File: config.mk
export PLATFORM = sky130hd
export DESIGN_NAME = console_monitor
export DESIGN_NICKNAME = d
export VERILOG_FILES = /design/src/rtl/console_monitor.sv
export SDC_FILE = /design/constraint.sdc
export NUM_CORES = 1
export LEC_CHECK = 0
export ABC_AREA = 1
export CAP_MARGIN = 15
export CORE_MARGIN = 2
export CORE_UTILIZATION = 51
export CTS_BUF_LIST = sky130_fd_sc_hd__clkbuf_16
export CTS_CLUSTER_DIAMETER = 80
export DETAILED_ROUTE_END_ITERATION = 12
export GPL_TIMING_DRIVEN = 0
export PLACE_DENSITY = 0.76
export SLEW_MARGIN = 20
export SYNTH_ARGS = -nofsm -noshare
export SYNTH_HDL_FRONTEND = slang
export SYNTH_SLANG_ARGS = --single-unit
export TNS_END_PERCENT = 30
File: constraint.sdc
create_clock -name clk -period 2.3 [get_ports clk]
set_clock_uncertainty 0.15 [all_clocks]
set_input_delay 0.46 -clock clk [delete_from_list [all_inputs] [get_ports clk]]
set_output_delay 0.46 -clock clk [all_outputs]
set_load 0.01 [all_outputs]
File: src/rtl/console_monitor.sv
// Console monitor: buffers console bytes written by the bbq core in a small
// first-word fall-through FIFO and tracks the end-of-test status (run, pass,
// fail or timeout) together with run-time and dropped-byte statistics.
module console_monitor #(
  parameter int XLEN           = 32,
  parameter int DEPTH          = 16,
  parameter int TIMEOUT_CYCLES = 1000000,
  parameter int CNT_LEN        = 32
) (
  input  logic                         clk,
  input  logic                         reset,
  input  logic                         console_we,
  input  logic [XLEN-1:0]              console_wdata,
  input  logic                         test_passed,
  input  logic                         error,
  output logic                         out_valid,
  output logic [7:0]                   out_data,
  input  logic                         out_ready,
  output logic [$clog2(DEPTH+1)-1:0]   level,
  output logic                         overflow,
  output logic [CNT_LEN-1:0]           drops,
  output logic [CNT_LEN-1:0]           cycles,
  output logic                         done,
  output logic                         passed,
  output logic                         failed,
  output logic                         timed_out
);

  localparam int AW = $clog2(DEPTH);
  localparam int LW = $clog2(DEPTH+1);
  localparam logic [LW-1:0] FULL_LEVEL = LW'(DEPTH);
  localparam bit TIMEOUT_EN = (TIMEOUT_CYCLES != 0);
  // Value of cycles on the last RUN cycle before the timeout fires.
  localparam logic [63:0] TIMEOUT_LAST =
    (TIMEOUT_CYCLES == 0) ? 64'd0 : (64'(TIMEOUT_CYCLES) - 64'd1);

  typedef enum logic [1:0] {
    ST_RUN,
    ST_PASS,
    ST_FAIL,
    ST_TIMEOUT
  } state_t;

  state_t state;

  logic [7:0]    mem [DEPTH];
  logic [AW-1:0] rd_ptr;
  logic [AW-1:0] wr_ptr;
  logic          pop;
  logic          push;
  logic          drop;

  // Only the low byte of the console write carries a character.
  if (XLEN > 8) begin : g_wdata_hi
    logic unused_wdata_hi;
    assign unused_wdata_hi = ^console_wdata[XLEN-1:8];
  end

  assign out_valid = (level != '0);
  assign out_data  = mem[rd_ptr];

  // Handshake decode: a full FIFO still takes a byte when the head leaves in the same cycle.
  always_comb begin
    pop  = out_valid && out_ready;
    push = console_we && ((level != FULL_LEVEL) || pop);
    drop = console_we && (level == FULL_LEVEL) && !pop;
  end

  // Byte storage, wrapping pointers and occupancy; storage is cleared so out_data reads zero after reset.
  always_ff @(posedge clk) begin
    if (reset) begin
      rd_ptr <= '0;
      wr_ptr <= '0;
      level  <= '0;
      for (int i = 0; i < DEPTH; i++) begin
        mem[i] <= 8'h00;
      end
    end else begin
      if (push) begin
        mem[wr_ptr] <= console_wdata[7:0];
        wr_ptr      <= wr_ptr + AW'(1);
      end
      if (pop) begin
        rd_ptr <= rd_ptr + AW'(1);
      end
      if (push && !pop) begin
        level <= level + LW'(1);
      end else if (!push && pop) begin
        level <= level - LW'(1);
      end
    end
  end

  // Sticky overflow flag and saturating count of bytes lost to a full FIFO.
  always_ff @(posedge clk) begin
    if (reset) begin
      overflow <= 1'b0;
      drops    <= '0;
    end else if (drop) begin
      overflow <= 1'b1;
      if (drops != '1) begin
        drops <= drops + CNT_LEN'(1);
      end
    end
  end

  // Test status machine with registered status flags and the RUN-time counter.
  always_ff @(posedge clk) begin
    if (reset) begin
      state     <= ST_RUN;
      cycles    <= '0;
      done      <= 1'b0;
      passed    <= 1'b0;
      failed    <= 1'b0;
      timed_out <= 1'b0;
    end else begin
      case (state)
        ST_RUN: begin
          if (cycles != '1) begin
            cycles <= cycles + CNT_LEN'(1);
          end
          if (error) begin
            done <= 1'b1;
            if (test_passed) begin
              state  <= ST_PASS;
              passed <= 1'b1;
            end else begin
              state  <= ST_FAIL;
              failed <= 1'b1;
            end
          end else if (TIMEOUT_EN && (64'(cycles) == TIMEOUT_LAST)) begin
            state     <= ST_TIMEOUT;
            done      <= 1'b1;
            timed_out <= 1'b1;
          end
        end
        default: begin
          state <= state;
        end
      endcase
    end
  end

endmodule

==> results.toml <==
[power]
power_frac_comb_pct = 25.5
cellPowerDensity_nw_per_um2 = 806
seq_power_share_pct = 42.0
swShare_pct = 31.2
power.total_mw = 10.6
p_sw_mw = 3.32
peakVddDrop_mv = 0.488
internal-power_mw = 7.30
clkPwrFrac_pct = 32.5
p_leak_nw = 5.16

[die]
io-pin-count = 121
die_x_microns = 150
start_util_pct = 51.7
rows = 53
die_area_sq_um = 22400
fp.coreArea_sq_um = 21000
dieHeight_microns = 150

[layout]
drive_gt1_share_pct = 12.0
diodes = 0
nets = 1537
fillers = 1816
area_growth_pct = 21.7

[clock_tree]
insertion_delay_ps = 510
postCtsHoldBufs = 0
numCtsBuffers = 23
cts_root_buffer = "clkbuf_16"
clock_sinks = 216
ctsLongestPathBuffers = 3
cts_tree = "done"
h-tree-depth = 1
clk_pin_slew_ps = 60

[min_path]
holdCritPathClass = "input pin to flip-flop"

[global_routing]
grt_util_met3_pct = 4.60
grt-busiest-layer = "met2"
antenna_found_initial = 0
grt_max_degree = 15
grt_pass1_vias = 9339
grt_first_pass_wirelength_microns = 48400
use_met1_pct = 36.4
grt_use_total_pct = 27.5
overflow = 0
use_met2_pct = 46.4

[setup_path]
worstReg2RegEnd = "level[4]$_SDFFE_PP0P_"
crit_top_cell = "o21ai_1"
cp-start-kind = "flip-flop"
crit_path_max_incr_delay_ps = 360
reg2reg_from = "level[4]$_SDFFE_PP0P_"
path_cells = "buf_12, inv_12, buf_8, nor2_2, nor2_1, o21ai_1, o21ai_1, o211ai_1, nand2_1, buf_2"
reg2reg_slack_ps = 40
arrival_ps = 2090
cp.required_ps = 1690
endpoint_kind = "primary output"
critPathMaxFanout = 8
crit_path_end = "out_data[6]"
rr_worst_depth = 14
crit_type = "flip-flop to primary output"
slowest_stage = "dfxtp_4"

[synthesis]
synth_common_cells = "nor2_1 (374), nand2_1 (243), edfxtp_1 (128)"
synthCells = 1357
syn_area_per_cell_sq_um = 7.98
yosysTopAreaCell = "edfxtp_1"
syn_area_sq_um = 10800
synth_cell_types = 36
synth_edf_count = 128
yosys-top-cells-area = "edfxtp_1 (35%), dfxtp_1 (16%), nor2_1 (13%)"
synth.ff_latch_count = 216
syn_nets = 1407
synthFlopType = "edfxtp_1"
synth.top_cell.area_share_pct = 35.5
synth-seq-area-share_pct = 51.7
yosysMostFrequentCell = "nor2_1"
ys.warnings.count = 0
postSynth.asyncResetShare_pct = 0

[status]
status = "finished with violations"
violations = "negative setup slack"

[timing]
worst_slack_ps = -402
setup_violations = 8
finalHoldViolCount = 0
timing.fmax_mhz = 370
fin_crit_sh_pct = 117
whs_ps = 292
relSlewSlack_pct = 47.8
fin_crit_ps = 2700
grt_setup_unrepaired = "yes"
slew_viol_final = 0
worst_pin_slew_ps = 784

[run]
cap_violations = 0

[place]
place_congestion = 0.928
io_buffers = 95
dp_hpwl_microns = 21600

[detailed_routing]
first_pass_iters = 5
routed_wl_microns = 31000
drt_iter0_drc = 948
via_count = 9949
drc = 0
wl_per_cell_microns = 17.4
drtAntennaViolNets = 0
via_per_inst = 5.60
## what timing repair did
item                                    4_1_cts  5_1_grt
buffers inserted                              8        0
pin swaps                                    23       17
endpoints found under the hold margin         0        0
gates cloned                                  3        0
endpoints found under the setup margin      132      138
resized for setup                           113       47
## critical path, delay by kind of cell, from the launching register on
| family | cells | cell delay [ps] |
|---|---|---|
| buffers and inverters | 4 | 460 |
| flip-flops | 1 | 360 |
| AND/OR/NAND/NOR | 3 | 220 |
| AO/OA/AOI/OAI | 3 | 530 |
## sequential cells by signal, summed over array words and instances (netlist names), named ones only
register	count
cycles	32
done	1
drops	32
failed	1
level	5
mem	128
overflow	1
passed	1
rd_ptr	4
state	2
timed_out	1
wr_ptr	4
## layout by cell type, fill, tap and decap left out, drive strengths merged, types with 4 or more instances in the layout
| cell type | netlist | layout |
|---|---|---|
| nor3 | 11 | 11 |
| edfxtp | 128 | 128 |
| xnor2 | 6 | 6 |
| o21ai | 86 | 86 |
| clkinv | 1 | 12 |
| nand2 | 262 | 262 |
| nand4 | 25 | 25 |
| xor2 | 10 | 10 |
| nor2 | 394 | 394 |
| nand3 | 67 | 67 |
| inv | 104 | 110 |
| ha | 11 | 11 |
| buf | 22 | 39 |
| clkbuf | 33 | 54 |
| o211ai | 32 | 32 |
| clkdlybuf4s50 | 0 | 85 |
| a21oi | 61 | 61 |
| a31oi | 8 | 8 |
| dfxtp | 88 | 88 |
| nand3b | 4 | 4 |
## per-layer routing
layer | vias up | share of wire, %
li1 | 4734 | -
met1 | 4667 | 41
met2 | 459 | 48
met3 | 89 | 8.4
met4 | 0 | 3.2
met5 | - | 0
## power groups by stage
stage,logic [mW],registers (mW),clock network (mW)
floorplan,1.38,4.49,0
global placement,2.24,4.50,0
detailed placement,2.30,4.50,0
CTS,2.61,4.45,3.48
global route,2.94,4.48,3.64
finish,2.71,4.46,3.45
## cell type report
cell class              count  area [sq um]  share of cell area [%]
plain buffers              54           378                    2.87
clock buffers              23           576                    4.37
clock inverters            18           109                   0.826
inverters                 105           408                    3.10
multi-input cells         981          4700                    35.7
flip-flops and latches    216          5620                    42.6
well taps                 275           344                    2.61
repair buffers            105          1040                    7.87
repair inverters            1          8.76                  0.0665
## through the flow
stage,instance area [sq um],TNS (ps),setup slack (ps),std cells,utilization (%)
2_1_floorplan,10800,0,7.00,1357,-
3_3_place_gp,12100,-80430,-664,1727,57.9
3_5_place_dp,12100,-92470,-720,1727,57.9
4_1_cts,13100,-2920,-417,1778,62.5
5_1_grt,13200,-3680,-472,1778,62.9
6_report,13200,-2900,-402,1778,62.9
## logic make-up after synthesis
logic type                 after synthesis  share of synthesized area (%)
AOI/OAI and AO/OA                      188                           9.82
xor gates and xnor gates                16                           1.29
adders and majority gates               12                           1.46
buffers and inverters                  160                           6.03
DFF                                    216                           51.7
and+or+nand+nor                        765                           29.7
## worst min path at each step
stage | startpoint | end | slack, ps | depth (start not counted)
after global placement | timed_out$_SDFFE_PP0P_ | timed_out$_SDFFE_PP0P_ | 290 | 2
after floorplan | state[0]$_SDFFE_PP0P_ | state[0]$_SDFFE_PP0P_ | 290 | 2
after CTS | state[1]$_SDFFE_PP0P_ | state[1]$_SDFFE_PP0P_ | 320 | 2
final | out_ready | rd_ptr[3]$_SDFFE_PP0N_ | 290 | 4
after detailed placement | state[1]$_SDFFE_PP0P_ | state[1]$_SDFFE_PP0P_ | 310 | 2
after global routing | timed_out$_SDFFE_PP0P_ | timed_out$_SDFFE_PP0P_ | 340 | 2
No activity file was read; power rests on OpenSTA's default activity.
